[src/rtl/traffic_intersection_ctrl.sv]
// Two-phase intersection sequencer driving two semaforo lights (A and B).
// Handles green dwell limits, all-red clearance, feedback watchdog and a sticky safety fault.
module traffic_intersection_ctrl #(
    parameter int MIN_GREEN  = 20000,
    parameter int MAX_GREEN  = 60000,
    parameter int ALLRED     = 5000,
    parameter int WD_TIMEOUT = 40000,
    parameter int CW         = 16
) (
    input  logic       clklf,
    input  logic       reset,
    input  logic       en,
    input  logic       req_a,
    input  logic       req_b,
    input  logic       a_green,
    input  logic       a_yellow,
    input  logic       a_red,
    input  logic       b_green,
    input  logic       b_yellow,
    input  logic       b_red,
    output logic       en_a,
    output logic       en_b,
    output logic       set_a,
    output logic       set_b,
    output logic       change_a,
    output logic       change_b,
    output logic       fault,
    output logic [3:0] phase
);

    typedef enum logic [3:0] {
        IDLE      = 4'd0,
        INIT      = 4'd1,
        A_GREEN   = 4'd2,
        A_CLEAR   = 4'd3,
        ALLRED_AB = 4'd4,
        B_GRANT   = 4'd5,
        B_GREEN   = 4'd6,
        B_CLEAR   = 4'd7,
        ALLRED_BA = 4'd8,
        A_GRANT   = 4'd9,
        FAULT     = 4'd15
    } state_t;

    localparam logic [CW-1:0] MIN_LIM = CW'(MIN_GREEN - 1);
    localparam logic [CW-1:0] MAX_LIM = CW'(MAX_GREEN - 1);
    localparam logic [CW-1:0] AR_LIM  = CW'(ALLRED - 1);
    localparam logic [CW-1:0] WD_LIM  = CW'(WD_TIMEOUT - 1);

    state_t        state_reg, state_next;
    logic [CW-1:0] cnt_reg;
    logic [1:0]    req_vec, pend_reg, grant_entry;
    logic          conflict, in_service, wd_state;

    logic en_a_reg, en_b_reg, set_a_reg, set_b_reg;
    logic change_a_reg, change_b_reg, fault_reg;
    logic [3:0] phase_reg;

    // Both approaches showing go/caution, or a lamp showing all three colours.
    assign conflict   = ((a_green | a_yellow) & (b_green | b_yellow))
                      | (a_green & a_yellow & a_red)
                      | (b_green & b_yellow & b_red);
    assign in_service = (state_reg >= A_GREEN) && (state_reg <= A_GRANT);
    assign wd_state   = (state_reg == INIT)    || (state_reg == A_CLEAR) ||
                        (state_reg == B_GRANT) || (state_reg == B_CLEAR) ||
                        (state_reg == A_GRANT);

    always_comb begin
        state_next = state_reg;
        if (state_reg == FAULT) begin
            state_next = FAULT;
        end else if (in_service && conflict) begin
            state_next = FAULT;
        end else if (wd_state && (cnt_reg == WD_LIM)) begin
            state_next = FAULT;
        end else if (!en) begin
            state_next = IDLE;
        end else begin
            case (state_reg)
                IDLE:      state_next = INIT;
                INIT:      if (a_green && b_red) state_next = A_GREEN;
                A_GREEN:   if ((cnt_reg >= MIN_LIM && pend_reg[1]) || cnt_reg >= MAX_LIM)
                               state_next = A_CLEAR;
                A_CLEAR:   if (a_red) state_next = ALLRED_AB;
                ALLRED_AB: if (cnt_reg == AR_LIM) state_next = B_GRANT;
                B_GRANT:   if (b_green) state_next = B_GREEN;
                B_GREEN:   if ((cnt_reg >= MIN_LIM && pend_reg[0]) || cnt_reg >= MAX_LIM)
                               state_next = B_CLEAR;
                B_CLEAR:   if (b_red) state_next = ALLRED_BA;
                ALLRED_BA: if (cnt_reg == AR_LIM) state_next = A_GRANT;
                A_GRANT:   if (a_green) state_next = A_GREEN;
                default:   state_next = FAULT;
            endcase
        end
    end

    always_ff @(posedge clklf) begin
        if (reset) begin
            state_reg <= IDLE;
            cnt_reg   <= '0;
        end else begin
            state_reg <= state_next;
            if (state_next != state_reg)
                cnt_reg <= '0;
            else if (cnt_reg != '1)
                cnt_reg <= cnt_reg + 1'b1;
        end
    end

    assign req_vec        = {req_b, req_a};
    assign grant_entry[0] = (state_next == A_GREEN) && (state_reg != A_GREEN);
    assign grant_entry[1] = (state_next == B_GREEN) && (state_reg != B_GREEN);

    // Entering the served green wins over a simultaneous new request.
    genvar gi;
    generate
        for (gi = 0; gi < 2; gi++) begin : g_pend
            logic pend_g_reg;
            always_ff @(posedge clklf) begin
                if (reset)
                    pend_g_reg <= 1'b0;
                else if (grant_entry[gi])
                    pend_g_reg <= 1'b0;
                else if (req_vec[gi])
                    pend_g_reg <= 1'b1;
            end
            assign pend_reg[gi] = pend_g_reg;
        end
    endgenerate

    // Outputs are a registered decode of the current state; cnt==0 marks a state's first cycle.
    always_ff @(posedge clklf) begin
        if (reset) begin
            en_a_reg     <= 1'b0;
            en_b_reg     <= 1'b0;
            set_a_reg    <= 1'b0;
            set_b_reg    <= 1'b0;
            change_a_reg <= 1'b0;
            change_b_reg <= 1'b0;
            fault_reg    <= 1'b0;
            phase_reg    <= 4'd0;
        end else begin
            en_a_reg     <= (state_reg != IDLE) && (state_reg != FAULT);
            en_b_reg     <= (state_reg != IDLE) && (state_reg != FAULT);
            set_a_reg    <= 1'b0;
            set_b_reg    <= (state_reg != IDLE) && (state_reg != FAULT);
            change_a_reg <= ((state_reg == A_CLEAR) || (state_reg == A_GRANT)) && (cnt_reg == '0);
            change_b_reg <= ((state_reg == B_CLEAR) || (state_reg == B_GRANT)) && (cnt_reg == '0);
            fault_reg    <= (state_reg == FAULT);
            phase_reg    <= state_reg;
        end
    end

    assign en_a     = en_a_reg;
    assign en_b     = en_b_reg;
    assign set_a    = set_a_reg;
    assign set_b    = set_b_reg;
    assign change_a = change_a_reg;
    assign change_b = change_b_reg;
    assign fault    = fault_reg;
    assign phase    = phase_reg;

endmodule

[config.mk]
export PLATFORM = sky130hd
export DESIGN_NAME = traffic_intersection_ctrl
export DESIGN_NICKNAME = d
export VERILOG_FILES = /design/src/rtl/traffic_intersection_ctrl.sv
export SDC_FILE = /design/constraint.sdc
export NUM_CORES = 1
export LEC_CHECK = 0
export CAP_MARGIN = 20
export CORE_ASPECT_RATIO = 1.2
export CORE_MARGIN = 10
export CORE_UTILIZATION = 55
export CTS_BUF_LIST = sky130_fd_sc_hd__clkbuf_4 sky130_fd_sc_hd__clkbuf_8 sky130_fd_sc_hd__clkbuf_16
export CTS_CLUSTER_SIZE = 16
export DETAILED_ROUTE_END_ITERATION = 8
export GPL_ROUTABILITY_DRIVEN = 0
export GPL_TIMING_DRIVEN = 0
export HOLD_SLACK_MARGIN = 0.05
export PLACE_DENSITY = 0.78
export SETUP_SLACK_MARGIN = 0.2
export SLEW_MARGIN = 30
export SYNTH_ARGS = -nofsm -noshare
export SYNTH_HDL_FRONTEND = slang
export SYNTH_SLANG_ARGS = --single-unit
[constraint.sdc]
create_clock -name clklf -period 4.6 [get_ports clklf]
set_input_delay 0.69 -clock clklf [delete_from_list [all_inputs] [get_ports clklf]]
set_output_delay 0.69 -clock clklf [all_outputs]
set_load 0.1 [all_outputs]
# --- After elaboration in Yosys (flattened, before gate mapping) ---
# Cells that the tools add are included.
# Widths: inputs -> output; s select.
op_classes:
  multipliers: 0
  reduce_logical: 25
  muxes: 14
  add_sub_neg: 1
  div_mod_pow: 0
  bitwise: 9
  shift: 0
  magnitude_cmp: 4
  n_eq_ne: 19
ops:
  columns: ["op", "count"]
  rows:
  - ["$mux 4", 13]
  - ["$pmux 4 s10", 1]
  - ["$eq 4x3->1 const B", 5]
  - ["$add 16x1->16 const B", 1]
  - ["$eq 16x13->1 const B", 1]
  - ["$eq 16x16->1 const B", 1]
  - ["$ge 16x15->1 const B", 1]
  - ["$ge 16x16->1 const B", 1]
  - ["$logic_not 16->1", 1]
  - ["$ne 16x16->1 const B", 1]
  - ["$eq 4x2->1 const B", 3]
  - ["$eq 4x4->1 const B", 3]
  - ["$logic_and 1x1->1", 11]
  - ["$logic_or 1x1->1", 8]
  - ["$reduce_or 2->1", 3]
  - ["$and 1x1->1", 5]
  - ["$eq 4x1->1 const B", 1]
  - ["$ge 4x2->1 const B", 1]
  - ["$le 4x4->1 const B", 1]
  - ["$logic_not 4->1", 1]
  - ["$ne 4x2->1 const B", 1]
  - ["$ne 4x3->1 const B", 1]
  - ["$ne 4x4->1", 1]
  - ["$ne 4x4->1 const B", 1]
  - ["2 further kinds", 5]
word_totals:
  output_inout_bits: 11
  latchBits: 0
  rom_bits: 0
  in_bits: 11
  mem_count: 0
  ff_bits: 30
  ram_bits: 0

# --- Longest topological paths before layout ---
depth:
  depth_word: 12
  ltp_mapped: 10
  mapped_depth_nobuf: 8

# --- Least setup slack after synthesis ---
# OpenSTA, ideal clock, no wires.
synth_path:
  path_kind: "input to register"
  startpoint: "in a_red"
  endpoint: "reg cnt_reg[10]"
  setup_slack_ns: 2.003
  stages: 8
  setup_time_ns: 0.118
  required_time_ns: 4.482
  t_arrival_ns: 2.478
  n_path_buf: 1
  cell_sequence: "a211o_1 a211oi_1 a22oi_1 o21ai_0 o211ai_2 xnor2_2 buf_6 nor3_2"
synth_via:
  elab_chain_cells: 8
  word_cells_on_any_way: 12
synth_rtl:
  columns: ["element", "line", "rtl"]
  rows:
  - ["start: declaration", "17", "input logic a_red,"]
  - ["$mux 4 / $and 1x1->1 (equally long branches)", "84, 61", null]
  - ["$pmux 4 s10 / $or 1x1->1 (equally long branches)", "79, 61", null]
  - ["$mux 4 / $or 1x1->1 (equally long branches)", "76, 62", null]
  - ["$mux 4 / $logic_and 1x1->1 (equally long branches)", "74, 72", null]
  - ["$mux 4 *", "72", "end else if (in_service && conflict) begin"]
  - ["$mux 4 *", "70", "if (state_reg == FAULT) begin"]
  - ["$ne 4x4->1 *", "103", "if (state_next != state_reg)"]
  - ["$reduce_or 2->1 (no source line) *", null, null]
  - ["end signal: assignment", "106", "cnt_reg <= cnt_reg + 1'b1;"]
  - ["end: declaration", "51", "logic [CW-1:0] cnt_reg;"]
# Every way passes the cells marked *; elsewhere a longest branch is shown, timed or not.
# A chain may end at the register's enable or synchronous reset.

# --- Worst setup path after layout ---
layout_path:
  startpoint: "in a_green"
  endpoint: "reg cnt_reg[14]"
layout_via:
  elab_chain_cells: 9
  word_cells_on_any_way: 17
layout_rtl:
  columns: ["element", "line", "rtl"]
  rows:
  - ["start: declaration", "15", "input logic a_green,"]
  - ["$logic_and 1x1->1, or another cell as far along", "81", "INIT: if (a_green && b_red) state_next = A_GREEN;"]
  - ["$mux 4, or another cell as far along", "81", null]
  - ["$pmux 4 s10 / $or 1x1->1 (equally long branches)", "79, 61", null]
  - ["$mux 4 / $or 1x1->1 (equally long branches)", "76, 62", null]
  - ["$mux 4 / $logic_and 1x1->1 (equally long branches)", "74, 72", null]
  - ["$mux 4 *", "72", null]
  - ["$mux 4 *", "70", null]
  - ["$ne 4x4->1 *", "103", null]
  - ["$reduce_or 2->1 (no source line) *", null, null]
# Marks and branches as above.

==> metrics.txt <==
area of the die around 6200 sq um; simple-gate share of the synthesized area 0.3233; register area 600.6 sq um; list of cells traversed by the critical path clkdlybuf4s50_1 -> a211o_1 -> a211oi_1 -> a22oi_1 -> o21ai_0 -> o211ai_2 -> xnor2_2 -> buf_6 -> nor3_2; via-per-instance ratio between 5 and 6; Setup crit end kind flip-flop; slowest cell on the critical path clkdlybuf4s50_1; unrepaired setup endpoints after global routing no; number of CTS-inserted buffers 5; post-cts hold buffer count 0; async set-or-reset flop fraction in the synthesized netlist 0; TritonCTS clock tree done; Synth Instances 235; Placeable Area between 3000 and 4000 sq um; XOR/XNOR share of the synthesized area 0.06806; synth-to-layout area growth 20.35%; actual transition at the worst max-transition pin just under 1 ns; critical path required time around 4.8 ns; top cell type by total area after synthesis dfxtp_1; most numerous cell in the Yosys netlist dfxtp_1; Initial Utilization 0.5727; combinational family with the most area after synthesis simple AND/OR/NAND/NOR gates; Synth Area in Adders 0.01898; total track usage 0.1561; fraction of final layout cells with drive strength greater than 1 0.1407; Port-buffer cells 20; # diodes 0; unique cell type count in the Yosys netlist 56; clk_lat worst skew 0.28 ns; Detailed Route WL approximately 4600 microns; synthesis warning total 0; synthesized area divided by synthesized cell count between 8 and 9 sq um; status complete, no violations; worst-case clock buffer depth 2; average routed wire per standard cell around 15 microns; Cell Area, Synth approximately 1900 sq um; final critical delay including setup and external delays between 3 and 4 ns; number of flops mapped to enable cells by yosys 0; predominant post-synthesis flop cell dfxtp_1; Static Leakage around 0.75 nW; CP Class in2reg; via count roughly 1800; largest net degree at the start of global routing 11; total negative setup slack 0 ns; share of synthesized area spent on multiplexers 0.02094; type of element launching the critical path input pin; data arrival time of the critical path 3.43 ns; Clk Tree Root Cell clkbuf_8; clock-pin slew on the worst setup and hold paths approximately 0.06 ns; number of core rows 23; area share of the largest cell type after synthesis 0.3141; final setup violating endpoints 0; first-pass GRT wire length between 8000 and 9000 microns; FMAX 0.3071 GHz; worst hold path cell count 2; number of antenna violations at the first check in global routing 0; period utilisation layout 0.7079; I/O pin cnt 22; post-detailed-placement half-perimeter wirelength roughly 3500 microns; Die W 73.82 microns; final count of hold timing violations 0; Post-Syn Nets 248; largest cells by area after synthesis dfxtp_1 (31%), nor3_2 (5.2%), xnor2_1 (4.6%); Synth Area in Compound Gates 0.1702; fill cell instance count of the final layout 292; via count of the first global-routing pass 1748; Layout Nets between 200 and 300; Gates resized, CTS repair 0; class of the tightest hold or removal check reg2reg; post-route clock skew ~0.0047 ns; flip-flop count of the largest register, all copies and words added 16; slowest stage delay, CP around 0.52 ns; count of pins over their slew limit 0; worst voltage drop across the vdd grid ~610 uV; headroom to the max-slew limit 0.3519; post-synthesis sequential element count 30; Cell Pwr Density 621.6 nW/um^2; detailed-router iteration count before antenna repair 4; Final Util 0.6893; count of unresolved DRC violations after routing 0; total gr overflow 0; number of buffers inserted by post-CTS setup repair 0; number of H-tree levels 2; number of cell instances on the worst register-to-register path 9; antenna violation net count after detailed routing 0; top post-synthesis cells by count dfxtp_1 (30), nor2_1 (22), nor3_1 (14), inv_1 (12); max_cap viols 0; first-iteration detailed-routing DRC count around 170; area of the multi-input gates ~1200 sq um; worst-path fanout max 10; sequential area share after synthesis 0.3141; y dimension of the die around 85 microns; clock sinks 30; final hold slack ~0.52 ns
where the power goes:
part           leakage [nW]  switching (mW)  internal [mW]  total [mW]
registers             0.244          0.0299          0.297       0.327
logic                 0.433           0.528          0.245       0.773
clock network        0.0714           0.100          0.231       0.331
total                 0.748           0.658          0.773        1.43
routing by layer:
metal | wire, microns | track usage | share of wire
met5 | 0 | 0 | 0
met4 | 123 | 0.06791 | 0.027
met3 | 364 | 0.04122 | 0.079
met2 | 2296 | 0.2671 | 0.50
met1 | 1847 | 0.1729 | 0.40
worst max-delay path: cells and delay by family:
| kind | cells | cell delay, ns |
|---|---|---|
| xor+xnor | 1 | 0.45 |
| buf+inv | 2 | 0.76 |
| compound gates | 5 | 1.47 |
| simple gates | 1 | 0.06 |
layout by cell type, fill, tap and decap left out, types with 2 or more instances in the layout:
cell,synthesis,layout
dfxtp_1,30,30
nor2_1,22,22
clkdlybuf4s50_1,0,20
nor3_1,14,14
inv_1,12,12
clkbuf_1,10,10
xnor2_1,10,10
a21oi_1,10,10
nor3_2,10,10
nand3_1,9,9
nand2_1,8,8
o21ai_0,7,7
nor4_1,6,6
clkbuf_8,0,6
a31oi_1,5,5
nand4_1,5,5
nor2b_1,4,4
nand2b_1,4,4
nand3b_1,4,4
mux2i_1,4,4
o21a_1,3,3
buf_6,3,3
or4_1,3,3
nor3b_1,3,3
and3_1,3,3
a211oi_1,3,3
or3_1,3,3
xor2_1,3,3
buf_4,3,3
buf_2,2,2
or2_2,2,2
a22oi_1,2,2
o22ai_1,2,2
ha_1,2,2
bufinv_16,0,2
through the flow:
| stage | cells | cell area (sq um) | total power, mW | setup slack [ns] |
|---|---|---|---|---|
| 4_1_cts | 300 | 2301 | 1.437 | 1.351 |
| 6_report | 300 | 2301 | 1.430 | 1.344 |
| 2_1_floorplan | 235 | 1912 | 0.9397 | 2.003 |
| 3_3_place_gp | 292 | 2158 | 1.096 | 1.086 |
| 5_1_grt | 300 | 2301 | 1.518 | 0.9949 |
| 3_5_place_dp | 292 | 2158 | 1.102 | 1.090 |
worst paths after layout:
| kind | startpoint | slack (ns) | endpoint |
|---|---|---|---|
| max | a_green | 1.34 | cnt_reg[14]$_SDFFE_PP0P_ |
| min | g_pend[1].pend_g_reg$_SDFFE_PP0P_ | 0.52 | g_pend[1].pend_g_reg$_SDFFE_PP0P_ |
| max reg2reg | cnt_reg[1]$_SDFFE_PP0P_ | 1.76 | cnt_reg[11]$_SDFFE_PP0P_ |
| min reg2reg | g_pend[1].pend_g_reg$_SDFFE_PP0P_ | 0.52 | g_pend[1].pend_g_reg$_SDFFE_PP0P_ |
logic make-up (layout without fill, tap and decap cells):
logic type               count (synthesis)  in the layout
AO/OA/AOI/OAI                           46             46
multiplexers                             4              4
AND/OR/NAND/NOR                        105            105
flip-flops                              30             30
XOR/XNOR                                14             14
other                                    1              1
adder cells (fa/ha/maj)                  3              3
buffers and inverters                   32             60
area by class of cell:
cell class | instances | area share
Multi-Input combinational cell | 173 | 0.5014
Timing Repair Buffer | 20 | 0.08700
Clock buffer | 6 | 0.03589
Buffer | 20 | 0.04894
Tap cell | 37 | 0.02012
Inverter | 12 | 0.01958
Sequential cell | 30 | 0.2610
Clock inverter | 2 | 0.02610
(Power assumes the default switching activity.)
